--- src/rtl/core_demux_pkg.sv ---
`default_nettype none
// ---------------------------------------------------------------------------
// core_demux_pkg : shared types and constants for the core data-port demux
// rev 1.0
// ---------------------------------------------------------------------------
package core_demux_pkg;

  localparam int unsigned DEF_NUM_TARGETS = 4;
  localparam int unsigned DEF_ADDR_WIDTH  = 32;
  localparam logic [31:0] DEF_ERR_DATA    = 32'hBADACCE5;

  // Index width able to hold every target plus the error slot.
  function automatic int unsigned idx_width(input int unsigned n);
    return (n < 1) ? 1 : $clog2(n + 1);
  endfunction

  typedef logic [$clog2(DEF_NUM_TARGETS + 1)-1:0] tgt_idx_t;

  localparam tgt_idx_t ERR_IDX = tgt_idx_t'(DEF_NUM_TARGETS);

  typedef struct packed {
    logic [DEF_ADDR_WIDTH-1:0] base;
    logic [DEF_ADDR_WIDTH-1:0] mask;
    logic                      en;
  } rule_t;

endpackage
`default_nettype wire

--- src/rtl/core_demux_addr_decoder.sv ---
`default_nettype none
// ---------------------------------------------------------------------------
// core_demux_addr_decoder : base/mask rule match, lowest matching rule wins
// rev 1.0
// ---------------------------------------------------------------------------
module core_demux_addr_decoder
  import core_demux_pkg::*;
#(
  parameter int unsigned AddrWidth  = DEF_ADDR_WIDTH,
  parameter int unsigned NumTargets = DEF_NUM_TARGETS,
  localparam int unsigned IdxWidth  = idx_width(NumTargets)
) (
  input  logic [NumTargets*AddrWidth-1:0] rule_base_i,
  input  logic [NumTargets*AddrWidth-1:0] rule_mask_i,
  input  logic [NumTargets-1:0]           rule_en_i,
  input  logic [AddrWidth-1:0]            add_i,
  output logic [NumTargets-1:0]           hit_o,
  output logic [IdxWidth-1:0]             sel_o
);

  for (genvar i = 0; i < NumTargets; i++) begin : g_rule
    logic [AddrWidth-1:0] mask;
    assign mask     = rule_mask_i[i*AddrWidth +: AddrWidth];
    assign hit_o[i] = rule_en_i[i] &
                      ((add_i & mask) == (rule_base_i[i*AddrWidth +: AddrWidth] & mask));
  end

  // Walk from the top down so the lowest hitting index is the last write.
  always_comb begin
    sel_o = IdxWidth'(NumTargets);
    for (int i = NumTargets - 1; i >= 0; i--) begin
      if (hit_o[i]) sel_o = IdxWidth'(i);
    end
  end

endmodule
`default_nettype wire

--- src/rtl/core_data_demux_n.sv ---
`default_nettype none
// ---------------------------------------------------------------------------
// core_data_demux_n : in-order N-way demux of one core data port to slaves
// rev 1.0
// ---------------------------------------------------------------------------
module core_data_demux_n
  import core_demux_pkg::*;
#(
  parameter int unsigned AddrWidth      = DEF_ADDR_WIDTH,
  parameter int unsigned DataWidth      = 32,
  parameter int unsigned NumTargets     = DEF_NUM_TARGETS,
  parameter int unsigned MaxOutstanding = 4,
  parameter logic [DataWidth-1:0] ErrData = DataWidth'(DEF_ERR_DATA),
  localparam int unsigned BeWidth       = DataWidth / 8
) (
  input  logic                             clk_i,
  input  logic                             rst_ni,
  input  logic [NumTargets*AddrWidth-1:0]  rule_base_i,
  input  logic [NumTargets*AddrWidth-1:0]  rule_mask_i,
  input  logic [NumTargets-1:0]            rule_en_i,
  input  logic                             req_i,
  input  logic [AddrWidth-1:0]             add_i,
  input  logic                             we_i,
  input  logic [DataWidth-1:0]             wdata_i,
  input  logic [BeWidth-1:0]               be_i,
  output logic                             gnt_o,
  output logic                             r_valid_o,
  output logic [DataWidth-1:0]             r_rdata_o,
  output logic                             r_err_o,
  output logic [NumTargets-1:0]            tgt_req_o,
  output logic [NumTargets*AddrWidth-1:0]  tgt_add_o,
  output logic [NumTargets-1:0]            tgt_wen_o,
  output logic [NumTargets*DataWidth-1:0]  tgt_wdata_o,
  output logic [NumTargets*BeWidth-1:0]    tgt_be_o,
  input  logic [NumTargets-1:0]            tgt_gnt_i,
  input  logic [NumTargets-1:0]            tgt_r_valid_i,
  input  logic [NumTargets*DataWidth-1:0]  tgt_r_rdata_i,
  output logic [NumTargets-1:0]            perf_ld_o,
  output logic [NumTargets-1:0]            perf_st_o,
  output logic                             perf_stall_o
);

  localparam int unsigned IdxWidth = idx_width(NumTargets);
  localparam int unsigned CntWidth = $clog2(MaxOutstanding + 1);
  localparam logic [IdxWidth-1:0] ErrIdx = IdxWidth'(NumTargets);
  localparam logic [CntWidth-1:0] CntMax = CntWidth'(MaxOutstanding);
  localparam logic [CntWidth-1:0] CntOne = CntWidth'(1);

  logic [CntWidth-1:0]   cnt_q, cnt_d;
  logic [IdxWidth-1:0]   cur_q, cur_d;
  logic                  err_pend_q, err_pend_d;
  logic                  ready_q, ready_d;

  logic [NumTargets-1:0] hit;
  logic [IdxWidth-1:0]   sel;
  logic                  sel_is_err, cur_is_err, cnt_nz;
  logic                  tgt_gnt_sel, cur_valid;
  logic [DataWidth-1:0]  cur_rdata;
  logic                  order_ok, issue_ok, push, pop;

  core_demux_addr_decoder #(
    .AddrWidth  (AddrWidth),
    .NumTargets (NumTargets)
  ) u_decoder (
    .rule_base_i (rule_base_i),
    .rule_mask_i (rule_mask_i),
    .rule_en_i   (rule_en_i),
    .add_i       (add_i),
    .hit_o       (hit),
    .sel_o       (sel)
  );

  assign sel_is_err = (sel == ErrIdx);
  assign cur_is_err = (cur_q == ErrIdx);
  assign cnt_nz     = (cnt_q != '0);

  // Per-target grant of the decoded slave and response of the current slave.
  always_comb begin
    tgt_gnt_sel = 1'b0;
    cur_valid   = 1'b0;
    cur_rdata   = '0;
    for (int i = 0; i < NumTargets; i++) begin
      if (sel == IdxWidth'(i)) tgt_gnt_sel = tgt_gnt_i[i];
      if (cur_q == IdxWidth'(i)) begin
        cur_valid = tgt_r_valid_i[i];
        cur_rdata = tgt_r_rdata_i[i*DataWidth +: DataWidth];
      end
    end
  end

  assign pop = ready_q & (cur_is_err ? err_pend_q : (cur_valid & cnt_nz));

  // A switch of target may go out in the very cycle the last in-flight
  // response of the previous target returns, so ordering is preserved.
  assign order_ok = ~cnt_nz | (sel == cur_q) | (pop & (cnt_q == CntOne));
  assign issue_ok = ready_q & (cnt_q < CntMax) & order_ok;
  assign gnt_o    = issue_ok & req_i & (sel_is_err | tgt_gnt_sel);
  assign push     = gnt_o;

  assign r_valid_o    = pop;
  assign r_err_o      = pop & cur_is_err;
  assign r_rdata_o    = !ready_q ? '0 : (cur_is_err ? ErrData : cur_rdata);
  assign perf_stall_o = ready_q & req_i & ~issue_ok;

  for (genvar i = 0; i < NumTargets; i++) begin : g_tgt
    logic is_sel;
    assign is_sel       = (sel == IdxWidth'(i));
    assign tgt_req_o[i] = issue_ok & req_i & is_sel;
    assign tgt_wen_o[i] = ~we_i;
    assign tgt_add_o[i*AddrWidth +: AddrWidth]   = add_i;
    assign tgt_wdata_o[i*DataWidth +: DataWidth] = wdata_i;
    assign tgt_be_o[i*BeWidth +: BeWidth]        = be_i;
    assign perf_ld_o[i] = push & is_sel & ~we_i;
    assign perf_st_o[i] = push & is_sel &  we_i;
  end

  always_comb begin
    ready_d    = 1'b1;
    cur_d      = push ? sel : cur_q;
    err_pend_d = (push & sel_is_err) | (err_pend_q & ~pop);
    cnt_d      = cnt_q;
    unique case ({push, pop})
      2'b10:   cnt_d = cnt_q + CntOne;
      2'b01:   cnt_d = cnt_q - CntOne;
      default: cnt_d = cnt_q;
    endcase
  end

  always_ff @(posedge clk_i or negedge rst_ni) begin
    if (!rst_ni) begin
      cnt_q      <= '0;
      cur_q      <= '0;
      err_pend_q <= 1'b0;
      ready_q    <= 1'b0;
    end else begin
      cnt_q      <= cnt_d;
      cur_q      <= cur_d;
      err_pend_q <= err_pend_d;
      ready_q    <= ready_d;
    end
  end

  a_cnt_bound: assert property (@(posedge clk_i) disable iff (!rst_ni)
    cnt_q <= CntMax);

  a_sel_hit: assert property (@(posedge clk_i) disable iff (!rst_ni)
    sel_is_err == (hit == '0));

  for (genvar i = 0; i < NumTargets; i++) begin : g_rsp_chk
    a_rsp_expected: assert property (@(posedge clk_i) disable iff (!rst_ni)
      tgt_r_valid_i[i] |-> (cnt_q != '0 && cur_q == IdxWidth'(i)));
  end

endmodule
`default_nettype wire

--- config.mk ---
export PLATFORM = sky130hd
export DESIGN_NAME = core_data_demux_n
export DESIGN_NICKNAME = d
export VERILOG_FILES = /design/src/rtl/core_demux_pkg.sv /design/src/rtl/core_demux_addr_decoder.sv /design/src/rtl/core_data_demux_n.sv
export SDC_FILE = /design/constraint.sdc
export NUM_CORES = 1
export LEC_CHECK = 0
export BUFFER_PORTS_ARGS = -buffer_cell sky130_fd_sc_hd__buf_2
export CAP_MARGIN = 20
export CORE_AREA = 2 2 311 313
export DETAILED_ROUTE_END_ITERATION = 12
export DIE_AREA = 0 0 313 315
export PLACE_DENSITY = 0.3
export REMOVE_ABC_BUFFERS = 1
export SYNTH_ARGS = -nofsm -noshare
export SYNTH_HDL_FRONTEND = slang
export SYNTH_HIERARCHICAL = 1
export SYNTH_SLANG_ARGS = --single-unit
export TNS_END_PERCENT = 10
--- constraint.sdc ---
create_clock -name clk_i -period 3.1 [get_ports clk_i]
set_input_delay 0 -clock clk_i [delete_from_list [all_inputs] [get_ports clk_i]]
set_output_delay 0 -clock clk_i [all_outputs]
set_load 0.02 [all_outputs]
==> impl_metrics.ini, run 1 <==
[global_route]
grt_antenna_before_repair = 7
global_route.usage.total_pct = 8.27
maximum_number_of_pins_on_one_net_before_global_route_repair = 33
overflow_left_after_global_routing = 0
grt_first_pass_wirelength_um = 56500
grt_pass1_vias = 6796

[timing]
setup_viol = 21
grt_setup_unrepaired = yes
max_clock_freq_mhz = 277
maxSlewHeadroom_pct = 36.9
hold_worst_slack_ns = 0.000163
post_layout_minimum_cycle_time_ns = 3.62
worst_clock_skew_ns = 0.000779
finalHoldViolations = 0
post-route-period-util_pct = 117
setup-tns-final_ns = -8.03
post-route-worst-setup-slack_ns = -0.516
tightest_slew_ns = 0.944
drv_slew = 0

[finish]
final_layout_size_suffix_gt1_share_pct = 72.1
fillCellCount = 11300
fin_util_pct = 10.0
final_nets = 1595
layout-area-overhead-vs-synth_pct = 65.5
final-seq-area_um2 = 203
multiInputGateArea_um2 = 3640

[die]
chip_height_um = 315
die_area_um2 = 98600
starting_density_pct = 6.05
number_of_core_rows = 114
pin_count = 792
die_w_um = 313
core_box_area_um2 = 95700

[routing]
drc = 0
routed.top_layer = met5
detailedRoute.firstPassIterationCount = 4
met3_wirelength_um = 5000
m1WireLength_um = 17100
routed-via-count = 6525
met2_wl_post_dr_um = 21000
drtAntennaViolNets = 0
detail_route.iter0.violations = 229
detail_route.vias_per_cell = 2.72
final_routed_wirelength_across_all_metal_layers_um = 43400
wl_per_cell_um = 18.1

[worst_setup_path]
r2r_path_start = cnt_q[0]
required_ns = 3.10
critPathLaunch = add_i[23]
cp.arrival_ns = 3.62
element_type_at_the_critical_path_end = primary output
crit_path_max_fanout = 3
timing_worst_setup_path_type = input pin to primary output
critical_path.startpoint_type = input pin

[worst_hold_path]
hold_class = input pin to primary output
worst_hold_startpoint = wdata_i[0]

[cts]
cts_max_path_buffers = 2
tritoncts = yes
cts.htree.levels = 1
numCtsBuffers = 3
clk_root_buffer_cell = clkbuf_16
worst_skew_pair_latency_ns = 0.23
count_of_clock_tree_sinks = 8

[synthesis]
syn_area_um2 = 5790
avg_synthesized_cell_area_um2 = 8.36
cells_after_synthesis = 693
yosysWarningCount = 6

[place]
gpl.final_weighted_congestion = 0.803
post-dp-hpwl_um = 40100
portBuffers = 611

[pwr]
p_per_area_nw_per_um2 = 257
power_mw = 2.46
power.static_leakage_nw = 4.48
max-vdd-ir-drop_mv = 0.147

[outcome]
outcome = finished, violations left
violated_checks = setup timing

[run]
cap_viol_max_count = 0
-- final timing paths --
| path | to | slack (ns) | depth (start not counted) |
|---|---|---|---|
| max | perf_ld_o[0] | -0.52 | 17 |
| min | tgt_wdata_o[96] | 0.0002 | 0 |
| max reg2reg | cnt_q[2] | 0.28 | 13 |
| min reg2reg | err_pend_q | 0.48 | 2 |
| max in group asynchronous | cur_q[0] | 2.66 | 2 |
| min in group asynchronous | cnt_q[1] | 0.24 | 2 |
-- area by class of cell --
type / instances / area share (%)
Sequential cell: 8 / 2.11
Inverter: 10 / 0.392
Timing Repair Buffer: 722 / 42.0
Antenna cell: 3 / 0.0783
Tap cell: 1276 / 16.7
Multi-Input combinational cell: 377 / 37.9
Clock buffer: 3 / 0.783
-- sequential cells by signal, summed over array words and instances, names as in the netlist --
name,cells
cnt_q,3
ready_q,1
err_pend_q,1
cur_q,3
-- placed cells by master, fill, tap and decap left out, types with 3 or more instances in the layout --
master,count
nor3_2,5
ha_1,4
mux4_2,25
nand4_1,8
nand2b_1,4
o21a_1,20
buf_4,105
xor2_1,125
a211oi_1,4
mux2_2,11
o22ai_1,7
dfrtp_1,6
buf_12,3
inv_1,8
nor4_4,5
a22oi_1,33
a221oi_2,6
diode_2,3
or4_4,3
nor2_1,8
xor2_2,5
buf_2,597
a222oi_1,4
clkbuf_16,3
nand3_1,8
a22o_1,12
nand2_1,10
a221oi_1,6
nor2b_1,28
buf_6,15
-- critical path: stages --
cell,delay [ns]
buf_2,0.16
buf_4,0.17
xor2_1,0.15
a222oi_1,0.37
nand4_1,0.36
or4_4,0.59
inv_2,0.10
o21ba_4,0.18
or2_1,0.16
nor2_2,0.04
or4_4,0.49
a21oi_4,0.16
o21ai_4,0.09
buf_6,0.15
buf_6,0.12
nor4_4,0.14
buf_4,0.18
-- timing repair --
item                                   CTS  global route
endpoints found under the hold margin    8             0
hold buffers                             1             0
pin swaps                               21            14
setup endpoints to repair               21            21
gates resized for setup                 60            19
setup buffers                            6             3
-- metal layers --
layer | vias to the layer above | GRT usage, %
met3 | 20 | 3.34
met2 | 465 | 14.0
met4 | 2 | 0.533
met1 | 3054 | 10.2
met5 | - | 0.387
li1 | 2984 | -
-- through the flow --
step / instance area, µm² / cells / setup WS (ns)
2_1_floorplan: 3610 / 395 / -0.746
3_3_place_gp: 9070 / 2385 / -1.25
3_5_place_dp: 9070 / 2385 / -1.25
4_1_cts: 9460 / 2393 / -0.772
5_1_grt: 9580 / 2398 / -0.763
6_report: 9590 / 2399 / -0.516
-- report_power, final --
group / leakage [nW] / switching [mW] / internal, mW
combinational: 4.35 / 1.13 / 0.916
clock: 0.0370 / 0.0441 / 0.166
sequential: 0.0958 / 0.0596 / 0.140
Note: power is estimated with default switching activity, not from simulation.
==> run 2, diff against run 1 <==
PLACE_DENSITY = not set   (was 0.3)
==> run 2 against run 1 <==
Against the previous run:
- the flow still finishes with violations (setup timing)
- clock skew grew 0.0027 ns
- core utilization is 0.19 points higher
- clock power up 7%
- sequential cell count unchanged
- sequential share of layout area hardly changed
- worst hold slack about the same
- final area up 1.9%
- critical endpoint is now perf_st_o[2]
- highest routed layer unchanged
==> impl_metrics.ini, run 2 (synthesis gave the netlist of run 1 again) <==
[place]
post-place-ws_ns = -0.896
post-dp-hpwl_um = 49000
numPlacedInstances = 2388
gpl.final_weighted_congestion = 0.915
portBuffers = 611

[worst_hold_path]
hold_class = input pin to primary output

[finish]
fin_util_pct = 10.2
final_layout_size_suffix_gt1_share_pct = 72.8
layout-area-overhead-vs-synth_pct = 68.7
layout_commonest_cell = buf_2
final_cell_count_no_fill = 2421
final_nets = 1604
reg.largest.list = cnt_q (3), cur_q (3)
layout_common_cells = 597 x buf_2, 129 x xor2_1, 106 x buf_4

[die]
core_box_area_um2 = 95700
die_w_um = 313
die_area_um2 = 98600
starting_density_pct = 6.05
chip_height_um = 315
number_of_core_rows = 114
pin_count = 792

[timing]
tightest_slew_ns = 0.574
post-route-period-util_pct = 114
post-route-worst-setup-slack_ns = -0.421
grt_setup_unrepaired = yes
setup_viol = 21
finalHoldViolations = 0
post_layout_minimum_cycle_time_ns = 3.52
setup-tns-final_ns = -5.93
max_clock_freq_mhz = 284
drv_slew = 0
worst_clock_skew_ns = 0.00345
maxSlewHeadroom_pct = 61.8

[routing]
detailedRoute.firstPassIterationCount = 5
met3_wirelength_um = 7610
wl_per_cell_um = 22.0
final_routed_wirelength_across_all_metal_layers_um = 53300
drtAntennaViolNets = 0
m1WireLength_um = 20100
detail_route.vias_per_cell = 2.90
drc = 0
met2_wl_post_dr_um = 23100
detail_route.iter0.violations = 321
routed.top_layer = met5
routed-via-count = 7030

[global_route]
global_route.usage.total_pct = 10.0
overflow_left_after_global_routing = 0
grt_pass1_vias = 6858
maximum_number_of_pins_on_one_net_before_global_route_repair = 34
grt_antenna_before_repair = 42
grt_first_pass_wirelength_um = 64900

[cts]
cts_max_path_buffers = 2
count_of_clock_tree_sinks = 8
cts.htree.levels = 1
clk_root_buffer_cell = clkbuf_16
numCtsBuffers = 3
worst_skew_pair_latency_ns = 0.24
tritoncts = yes

[outcome]
violated_checks = setup timing
outcome = finished, violations left

[worst_setup_path]
required_ns = 3.10
critical_path.startpoint_type = input pin
crit_path_max_fanout = 5
cp.arrival_ns = 3.52
timing_worst_setup_path_type = input pin to primary output
element_type_at_the_critical_path_end = primary output

[pwr]
p_per_area_nw_per_um2 = 254
max-vdd-ir-drop_mv = 0.201
power.static_leakage_nw = 4.57
power_mw = 2.48

[run]
cap_viol_max_count = 0
run 2: changes by cell type in the layout (fill, tap and decap cells not counted), moves of 3 or more:
| cell | previous run | this run |
|---|---|---|
| xor2_2 | 5 | 1 |
| buf_12 | 3 | 11 |
| a22oi_1 | 33 | 29 |
| nand3_1 | 8 | 5 |
| a22oi_2 | 0 | 4 |
| a221oi_2 | 6 | 10 |
| diode_2 | 3 | 15 |
| xor2_1 | 125 | 129 |
| a221oi_1 | 6 | 2 |
| nand3_2 | 0 | 3 |
run 2: final timing paths:
kind                            start            to  slack, ns  depth (start not counted)
max in group asynchronous      rst_ni      cur_q[1]       2.76                          2
setup / recovery            add_i[20]  perf_st_o[2]      -0.42                         18
hold / removal                be_i[0]   tgt_be_o[0]     0.0004                          0
hold reg to reg            err_pend_q    err_pend_q       0.49                          2
min in group asynchronous      rst_ni      cur_q[2]       0.15                          2
setup reg to reg             cnt_q[0]      cur_q[0]       0.26                         11
run 2: repair_timing:
action	in CTS	in global routing
buffers inserted	9	4
setup endpoints to repair	21	21
gates resized for setup	40	44
endpoints found under the hold margin	8	0
pin swaps	22	30
hold buffers	1	0
gates cloned	1	0
run 2: final cells by class:
cell class                      count  area (µm²)
Fill cell                       11200       85900
Sequential cell                     8         203
Inverter                           10        37.5
Timing Repair Buffer              731        4200
Antenna cell                       15        37.5
Tap cell                         1276        1600
Multi-Input combinational cell    377        3620
Clock buffer                        4        78.8
run 2: worst max-delay path: stages:
cell      delay, ns
buf_2          0.13
buf_4          0.15
xor2_1         0.16
buf_4          0.13
a22oi_2        0.17
nand4_1        0.36
or4_4          0.62
o21a_1         0.24
nor2_4         0.20
buf_6          0.13
nand2b_4       0.05
or3_4          0.34
a21oi_2        0.15
o21ai_2        0.11
buf_6          0.17
buf_6          0.11
nor4_2         0.10
buf_2          0.20
run 2: metal layers:
metal,up-vias,track usage (%)
li1,3017,-
met4,26,2.91
met3,104,6.04
met5,-,3.19
met1,3220,11.1
met2,663,15.7
run 2: power by group:
| group | internal (mW) | switching (mW) | leakage [nW] |
|---|---|---|---|
| registers | 0.140 | 0.0716 | 0.0958 |
| clock network | 0.172 | 0.0537 | 0.0382 |
| logic | 0.910 | 1.13 | 4.44 |
run 2: stage by stage:
stage / hold slack (ns) / instance area [µm²]
6_report: 0.000351 / 9770
5_1_grt: 0.000305 / 9770
4_1_cts: 0.000459 / 9510
3_5_place_dp: -0.148 / 9180
3_3_place_gp: -0.150 / 9180
2_1_floorplan: -0.296 / 3610
